`config.mk`:
```
export PLATFORM = sky130hd
export DESIGN_NAME = alu_control_seq
export DESIGN_NICKNAME = d
export VERILOG_FILES = /design/src/rtl/alu_control_seq.sv
export SDC_FILE = /design/constraint.sdc
export NUM_CORES = 1
export LEC_CHECK = 0
export CAP_MARGIN = 0
export CORE_ASPECT_RATIO = 2
export CORE_MARGIN = 3
export CORE_UTILIZATION = 40
export DETAILED_ROUTE_END_ITERATION = 8
export GPL_ROUTABILITY_DRIVEN = 0
export MAX_ROUTING_LAYER = met4
export PLACE_DENSITY = 0.67
export SETUP_SLACK_MARGIN = 0.1
export SLEW_MARGIN = 10
export SYNTH_ARGS = -nofsm -noshare
export SYNTH_HDL_FRONTEND = slang
export SYNTH_SLANG_ARGS = --single-unit
```
`constraint.sdc`:
```
create_clock -name clk -period 1.9 [get_ports clk]
set_clock_uncertainty 0.15 [all_clocks]
set_input_delay 0.38 -clock clk [delete_from_list [all_inputs] [get_ports clk]]
set_output_delay 0.38 -clock clk [all_outputs]
set_load 0.1 [all_outputs]
```
`src/rtl/alu_control_seq.sv`:
```
// Registered ALU control decoder with MULT/DIV sequencing and a stall handshake
// that holds off HI/LO-dependent instructions while the mult/div unit is busy.
module alu_control_seq #(
  parameter int unsigned ALUOP_WIDTH = 3,
  parameter int unsigned FUNCT_WIDTH = 6,
  parameter int unsigned OP_WIDTH    = 4,
  parameter int unsigned MUL_CYCLES  = 4,
  parameter int unsigned DIV_CYCLES  = 32
) (
  input  logic                   clk,
  input  logic                   reset,
  input  logic                   valid_i,
  input  logic [ALUOP_WIDTH-1:0] ALUOp,
  input  logic [FUNCT_WIDTH-1:0] ALUFunction,
  output logic                   stall_o,
  output logic [OP_WIDTH-1:0]    alu_operation_o,
  output logic                   op_valid_o,
  output logic                   illegal_o,
  output logic                   md_start_o,
  output logic                   md_op_o,
  output logic                   md_busy_o,
  output logic                   md_done_o,
  output logic                   hilo_read_o,
  output logic                   hilo_sel_o
);

  localparam int unsigned CNT_WIDTH = 8;
  localparam logic [CNT_WIDTH-1:0] MUL_LOAD = CNT_WIDTH'(MUL_CYCLES - 1);
  localparam logic [CNT_WIDTH-1:0] DIV_LOAD = CNT_WIDTH'(DIV_CYCLES - 1);

  localparam logic [0:0] S_IDLE = 1'b0;
  localparam logic [0:0] S_BUSY = 1'b1;

  localparam logic [OP_WIDTH-1:0] OP_AND = OP_WIDTH'(4'b0000);
  localparam logic [OP_WIDTH-1:0] OP_OR  = OP_WIDTH'(4'b0001);
  localparam logic [OP_WIDTH-1:0] OP_NOR = OP_WIDTH'(4'b0010);
  localparam logic [OP_WIDTH-1:0] OP_ADD = OP_WIDTH'(4'b0011);
  localparam logic [OP_WIDTH-1:0] OP_SUB = OP_WIDTH'(4'b0100);
  localparam logic [OP_WIDTH-1:0] OP_SLL = OP_WIDTH'(4'b0101);
  localparam logic [OP_WIDTH-1:0] OP_SRL = OP_WIDTH'(4'b0110);
  localparam logic [OP_WIDTH-1:0] OP_LUI = OP_WIDTH'(4'b0111);
  localparam logic [OP_WIDTH-1:0] OP_SLT = OP_WIDTH'(4'b1000);
  localparam logic [OP_WIDTH-1:0] OP_MD  = OP_WIDTH'(4'b1001);

  localparam logic [ALUOP_WIDTH-1:0] AOP_R    = ALUOP_WIDTH'(3'b111);
  localparam logic [ALUOP_WIDTH-1:0] AOP_ANDI = ALUOP_WIDTH'(3'b010);
  localparam logic [ALUOP_WIDTH-1:0] AOP_ORI  = ALUOP_WIDTH'(3'b101);
  localparam logic [ALUOP_WIDTH-1:0] AOP_ADDI = ALUOP_WIDTH'(3'b100);
  localparam logic [ALUOP_WIDTH-1:0] AOP_MEM  = ALUOP_WIDTH'(3'b011);
  localparam logic [ALUOP_WIDTH-1:0] AOP_BEQ  = ALUOP_WIDTH'(3'b110);
  localparam logic [ALUOP_WIDTH-1:0] AOP_BNE  = ALUOP_WIDTH'(3'b001);
  localparam logic [ALUOP_WIDTH-1:0] AOP_LUI  = ALUOP_WIDTH'(3'b000);

  localparam logic [FUNCT_WIDTH-1:0] F_AND  = FUNCT_WIDTH'(6'b100100);
  localparam logic [FUNCT_WIDTH-1:0] F_OR   = FUNCT_WIDTH'(6'b100101);
  localparam logic [FUNCT_WIDTH-1:0] F_NOR  = FUNCT_WIDTH'(6'b100111);
  localparam logic [FUNCT_WIDTH-1:0] F_ADD  = FUNCT_WIDTH'(6'b100000);
  localparam logic [FUNCT_WIDTH-1:0] F_SUB  = FUNCT_WIDTH'(6'b100010);
  localparam logic [FUNCT_WIDTH-1:0] F_SLL  = FUNCT_WIDTH'(6'b000000);
  localparam logic [FUNCT_WIDTH-1:0] F_SRL  = FUNCT_WIDTH'(6'b000010);
  localparam logic [FUNCT_WIDTH-1:0] F_SLT  = FUNCT_WIDTH'(6'b101010);
  localparam logic [FUNCT_WIDTH-1:0] F_MULT = FUNCT_WIDTH'(6'b011000);
  localparam logic [FUNCT_WIDTH-1:0] F_DIV  = FUNCT_WIDTH'(6'b011010);
  localparam logic [FUNCT_WIDTH-1:0] F_MFHI = FUNCT_WIDTH'(6'b010000);
  localparam logic [FUNCT_WIDTH-1:0] F_MFLO = FUNCT_WIDTH'(6'b010010);

  logic [0:0]           r_state;
  logic [0:0]           w_state_nxt;
  logic [CNT_WIDTH-1:0] r_cnt;
  logic [CNT_WIDTH-1:0] w_cnt_nxt;

  logic [OP_WIDTH-1:0]  w_code;
  logic                 w_illegal;
  logic                 w_is_md;
  logic                 w_md_op;
  logic                 w_is_hilo;
  logic                 w_hilo_sel;
  logic                 w_accept;

  logic [OP_WIDTH-1:0]  r_alu_op;
  logic                 r_op_valid;
  logic                 r_illegal;
  logic                 r_md_start;
  logic                 r_md_op;
  logic                 r_hilo_read;
  logic                 r_hilo_sel;

  // Instruction decode; mult/div-unit instructions share the 1001 code
  always_comb begin
    w_code     = OP_MD;
    w_illegal  = 1'b0;
    w_is_md    = 1'b0;
    w_md_op    = 1'b0;
    w_is_hilo  = 1'b0;
    w_hilo_sel = 1'b0;
    if (ALUOp == AOP_R) begin
      case (ALUFunction)
        F_AND:   w_code = OP_AND;
        F_OR:    w_code = OP_OR;
        F_NOR:   w_code = OP_NOR;
        F_ADD:   w_code = OP_ADD;
        F_SUB:   w_code = OP_SUB;
        F_SLL:   w_code = OP_SLL;
        F_SRL:   w_code = OP_SRL;
        F_SLT:   w_code = OP_SLT;
        F_MULT:  w_is_md = 1'b1;
        F_DIV: begin
          w_is_md = 1'b1;
          w_md_op = 1'b1;
        end
        F_MFHI: begin
          w_is_hilo  = 1'b1;
          w_hilo_sel = 1'b1;
        end
        F_MFLO:  w_is_hilo = 1'b1;
        default: w_illegal = 1'b1;
      endcase
    end else begin
      case (ALUOp)
        AOP_ANDI: w_code = OP_AND;
        AOP_ORI:  w_code = OP_OR;
        AOP_ADDI: w_code = OP_ADD;
        AOP_MEM:  w_code = OP_ADD;
        AOP_BEQ:  w_code = OP_SUB;
        AOP_BNE:  w_code = OP_SUB;
        AOP_LUI:  w_code = OP_LUI;
        default:  w_illegal = 1'b1;
      endcase
    end
  end

  assign stall_o  = valid_i && (r_state == S_BUSY) && (w_is_md || w_is_hilo);
  assign w_accept = valid_i && !stall_o;

  always_ff @(posedge clk or negedge reset) begin
    if (!reset) begin
      r_state <= S_IDLE;
      r_cnt   <= '0;
    end else begin
      r_state <= w_state_nxt;
      r_cnt   <= w_cnt_nxt;
    end
  end

  // Sequencer: load CYCLES-1 on start, leave BUSY after the cycle where the count is 0
  always_comb begin
    w_state_nxt = r_state;
    w_cnt_nxt   = r_cnt;
    case (r_state)
      S_IDLE: begin
        if (w_accept && w_is_md) begin
          w_state_nxt = S_BUSY;
          w_cnt_nxt   = w_md_op ? DIV_LOAD : MUL_LOAD;
        end
      end
      S_BUSY: begin
        if (r_cnt == '0) begin
          w_state_nxt = S_IDLE;
        end else begin
          w_cnt_nxt = r_cnt - CNT_WIDTH'(1);
        end
      end
      default: begin
        w_state_nxt = S_IDLE;
        w_cnt_nxt   = '0;
      end
    endcase
  end

  always_ff @(posedge clk or negedge reset) begin
    if (!reset) begin
      r_alu_op    <= OP_MD;
      r_op_valid  <= 1'b0;
      r_illegal   <= 1'b0;
      r_md_start  <= 1'b0;
      r_md_op     <= 1'b0;
      r_hilo_read <= 1'b0;
      r_hilo_sel  <= 1'b0;
    end else begin
      r_op_valid  <= w_accept;
      r_illegal   <= w_accept && w_illegal;
      r_md_start  <= w_accept && w_is_md;
      r_hilo_read <= w_accept && w_is_hilo;
      if (w_accept) r_alu_op <= w_code;
      if (w_accept && w_is_md) r_md_op <= w_md_op;
      if (w_accept && w_is_hilo) r_hilo_sel <= w_hilo_sel;
    end
  end

  assign alu_operation_o = r_alu_op;
  assign op_valid_o      = r_op_valid;
  assign illegal_o       = r_illegal;
  assign md_start_o      = r_md_start;
  assign md_op_o         = r_md_op;
  assign hilo_read_o     = r_hilo_read;
  assign hilo_sel_o      = r_hilo_sel;
  assign md_busy_o       = (r_state == S_BUSY);
  assign md_done_o       = (r_state == S_BUSY) && (r_cnt == '0);

endmodule
```
==> impl_metrics.py <==
metrics = {
    "power": {
        "leakagePower_nw": 0.967,
        "power_density_nw_per_um2": 808,
        "switchingPower_w": 0.000668,
        "swShare": 0.395,
        "sequentialPowerShare": 0.317,
        "peakVddDrop_uv": 496,
        "clockPowerShare": 0.164,
        "combPwrFrac": 0.519,
        "p_int_w": 0.00102,
    },
    "finish": {
        "final_common_cell": "buf_4",
        "drive_gt1_frac": 0.490,
        "syn_to_final_growth_pct": 69.3,
        "num-fill-cells": 223,
        "final_cell_mix": "buf_4, dfrtp_1, buf_12, inv_1, a21oi_1",
        "instances_no_fill": 224,
        "n_antenna_cell": 0,
        "nets": 209,
    },
    "grt": {
        "grt_usage": 0.224,
        "antenna_found_initial": 0,
        "grt-ovfl-total": 0,
        "grt_max_degree": 20,
        "grt_pass1_vias": 1375,
        "grt_pass1_wl_um": 6240,
    },
    "timing": {
        "min_period_ns": 2.16,
        "hold_viol_final": 0,
        "setup_violations": 9,
        "drv_slew": 0,
        "timing.fmax_ghz": 0.464,
        "worstMarginPinSlew_ns": 0.544,
        "fin_ws_ns": -0.256,
        "rsz0062_at_grt": "true",
        "relSlewSlack": 0.634,
        "min_period_over_period": 1.13,
        "hold_slack_ns": 0.311,
    },
    "yosys": {
        "synth-edff-count": 0,
        "async_flop_share": 1.00,
        "yosysUniqueCellTypes": 54,
        "syn_inst": 129,
        "seq_area_frac_synth": 0.386,
        "synthesis.area_um2": 1240,
        "synth_warnings": 0,
        "syn_nets": 143,
        "synth_top_flop_cell": "dfrtp_1",
        "avgSynthCellArea_um2": 9.59,
        "synth-seq-cells": 19,
    },
    "detailed_routing": {
        "detail_route.iter0.violations": 46,
        "wire_per_inst_um": 17.9,
        "ant_nets": 0,
        "via_per_inst": 6.02,
        "first_pass_iters": 4,
        "postRouteWirelength_um": 4000,
        "route.detailed.drc": 0,
        "num_vias": 1348,
    },
    "critical_path": {
        "r2r_start": "r_cnt[0]",
        "rrSetupSlack_ns": -0.19,
        "cp_top_family": "simple AND/OR/NAND/NOR gates",
        "cp_data_required_time_ns": 1.37,
        "arrival_ns": 1.63,
        "crit_buf_inv": 1,
        "cp_max_fo": 2,
        "crit_path_end_kind": "primary output",
        "max_stage_delay_ns": 0.56,
        "critPathLaunchType": "flop",
        "slowest_stage": "or4_4",
        "crit_type": "reg2out",
        "crit_chain": "or4_4 > nor3_4 > buf_12",
        "rr_endpoint": "r_cnt[1]",
        "rr_worst_depth": 8,
    },
    "flow_run": {
        "maxCapViolCount": 0,
    },
    "cts": {
        "cts_made_buffers": 3,
        "clkLatencyLatePin_ns": 0.25,
        "ctsHtreeMaxLevel": 1,
        "clock_sinks": 19,
        "cts_tree": "yes",
        "cts.clk_slew.worst_paths_ns": 0.07,
        "root_buffer": "clkbuf_8",
        "cts_buffer_depth": 2,
    },
    "die": {
        "fp-row-count": 28,
        "die-area_um2": 3840,
        "die_h_um": 84.7,
        "io_pins": 25,
        "die_x_um": 45.3,
        "coreArea_um2": 2980,
        "start_util": 0.416,
    },
    "hold_path": {
        "hp-class": "in2async",
    },
    "placed_design": {
        "place_inst": 211,
        "port_buffers": 24,
        "dp_hpwl_um": 2900,
    },
    "run_status": {
        "violations": "negative setup slack",
        "status": "finished with violations",
    },
}
-- metrics by stage --
stage               TNS, ns  utilization  setup slack [ns]  instance area (um^2)  total power (W)
CTS                   -1.50        0.682            -0.261                  2030          0.00165
global route          -1.93        0.703            -0.335                  2090          0.00178
finish                -1.33        0.703            -0.256                  2090          0.00169
global placement      -4.81        0.635            -0.435                  1890          0.00125
detailed placement    -5.75        0.635            -0.468                  1890          0.00129
floorplan            -0.637            -            -0.404                  1270         0.000963
-- cells by family (layout without fill, tap and decap cells) --
| group | after synthesis | after routing | synth area share |
|---|---|---|---|
| multiplexers | 3 | 3 | 0.0253 |
| adder cells (fa/ha/maj) | 2 | 2 | 0.0202 |
| AO/OA/AOI/OAI | 40 | 40 | 0.246 |
| AND/OR/NAND/NOR | 44 | 44 | 0.242 |
| buffers and inverters | 21 | 86 | 0.0809 |
| flip-flops | 19 | 19 | 0.386 |
-- worst max path at each step --
stage | start | to | slack, ns | depth (start not counted)
finish | r_cnt[5] | md_done_o | -0.26 | 3
global route | r_cnt[5] | md_done_o | -0.34 | 3
CTS | r_cnt[3] | md_done_o | -0.26 | 3
detailed placement | ALUFunction[0] | alu_operation_o[1] | -0.47 | 6
global placement | ALUFunction[0] | alu_operation_o[1] | -0.43 | 6
floorplan | r_cnt[2] | md_done_o | -0.40 | 2
-- metal layers --
layer | part of all wire | wire length, um | global-route usage | vias up
li1 | - | - | - | 609
met1 | 0.32 | 1270 | 0.201 | 670
met2 | 0.60 | 2420 | 0.419 | 50
met3 | 0.029 | 115 | 0.0193 | 19
met4 | 0.051 | 206 | 0.123 | 0
met5 | 0 | 0 | - | -
-- Yosys cell counts (3+ instances only) --
| master | instances | area share |
|---|---|---|
| a31oi_1 | 3 | 0.015 |
| a21oi_1 | 9 | 0.036 |
| dfrtp_1 | 17 | 0.34 |
| o2bb2ai_1 | 3 | 0.021 |
| nor2_1 | 8 | 0.024 |
| and3_1 | 3 | 0.015 |
| inv_1 | 13 | 0.039 |
| o21ai_0 | 5 | 0.020 |
| nand3_1 | 4 | 0.016 |
| clkbuf_1 | 3 | 0.0091 |
| nor3_1 | 7 | 0.028 |
| nand2_1 | 3 | 0.0091 |
-- worst register-to-register path, stage by stage, from the launching register on --
cell	delay (ns)
dfrtp_1	0.40
inv_2	0.06
ha_1	0.13
or3b_4	0.40
buf_6	0.13
buf_4	0.13
o21a_4	0.24
nor2_4	0.22
a22oi_2	0.10
-- state kept, by name (all words and copies together) (netlist names) --
signal	flops
r_cnt	8
alu_operation_o	4
hilo_read_o	1
hilo_sel_o	1
illegal_o	1
md_busy_o	1
md_op_o	1
md_start_o	1
op_valid_o	1
-- power by group through the flow --
| stage | clock network [W] | registers (W) | logic, W |
|---|---|---|---|
| floorplan | 0 | 0.000649 | 0.000314 |
| global placement | 0 | 0.000532 | 0.000721 |
| detailed placement | 0 | 0.000538 | 0.000750 |
| CTS | 0.000285 | 0.000533 | 0.000830 |
| global route | 0.000307 | 0.000544 | 0.000927 |
| finish | 0.000277 | 0.000537 | 0.000878 |
-- final cells by class --
cell class | count | area, um^2 | share of cell area
flip-flops and latches | 19 | 482 | 0.230
repair buffers | 68 | 728 | 0.348
well taps | 30 | 37.5 | 0.0179
inverters | 14 | 57.6 | 0.0275
clock buffers | 4 | 45.0 | 0.0215
multi-input cells | 89 | 744 | 0.355
-- timing repair --
item | 4_1_cts | 5_1_grt
setup buffers | 4 | 5
hold buffers | 0 | 0
setup endpoints to repair | 19 | 15
pin swaps | 10 | 8
resized for setup | 23 | 26
(Power assumes the default switching activity.)
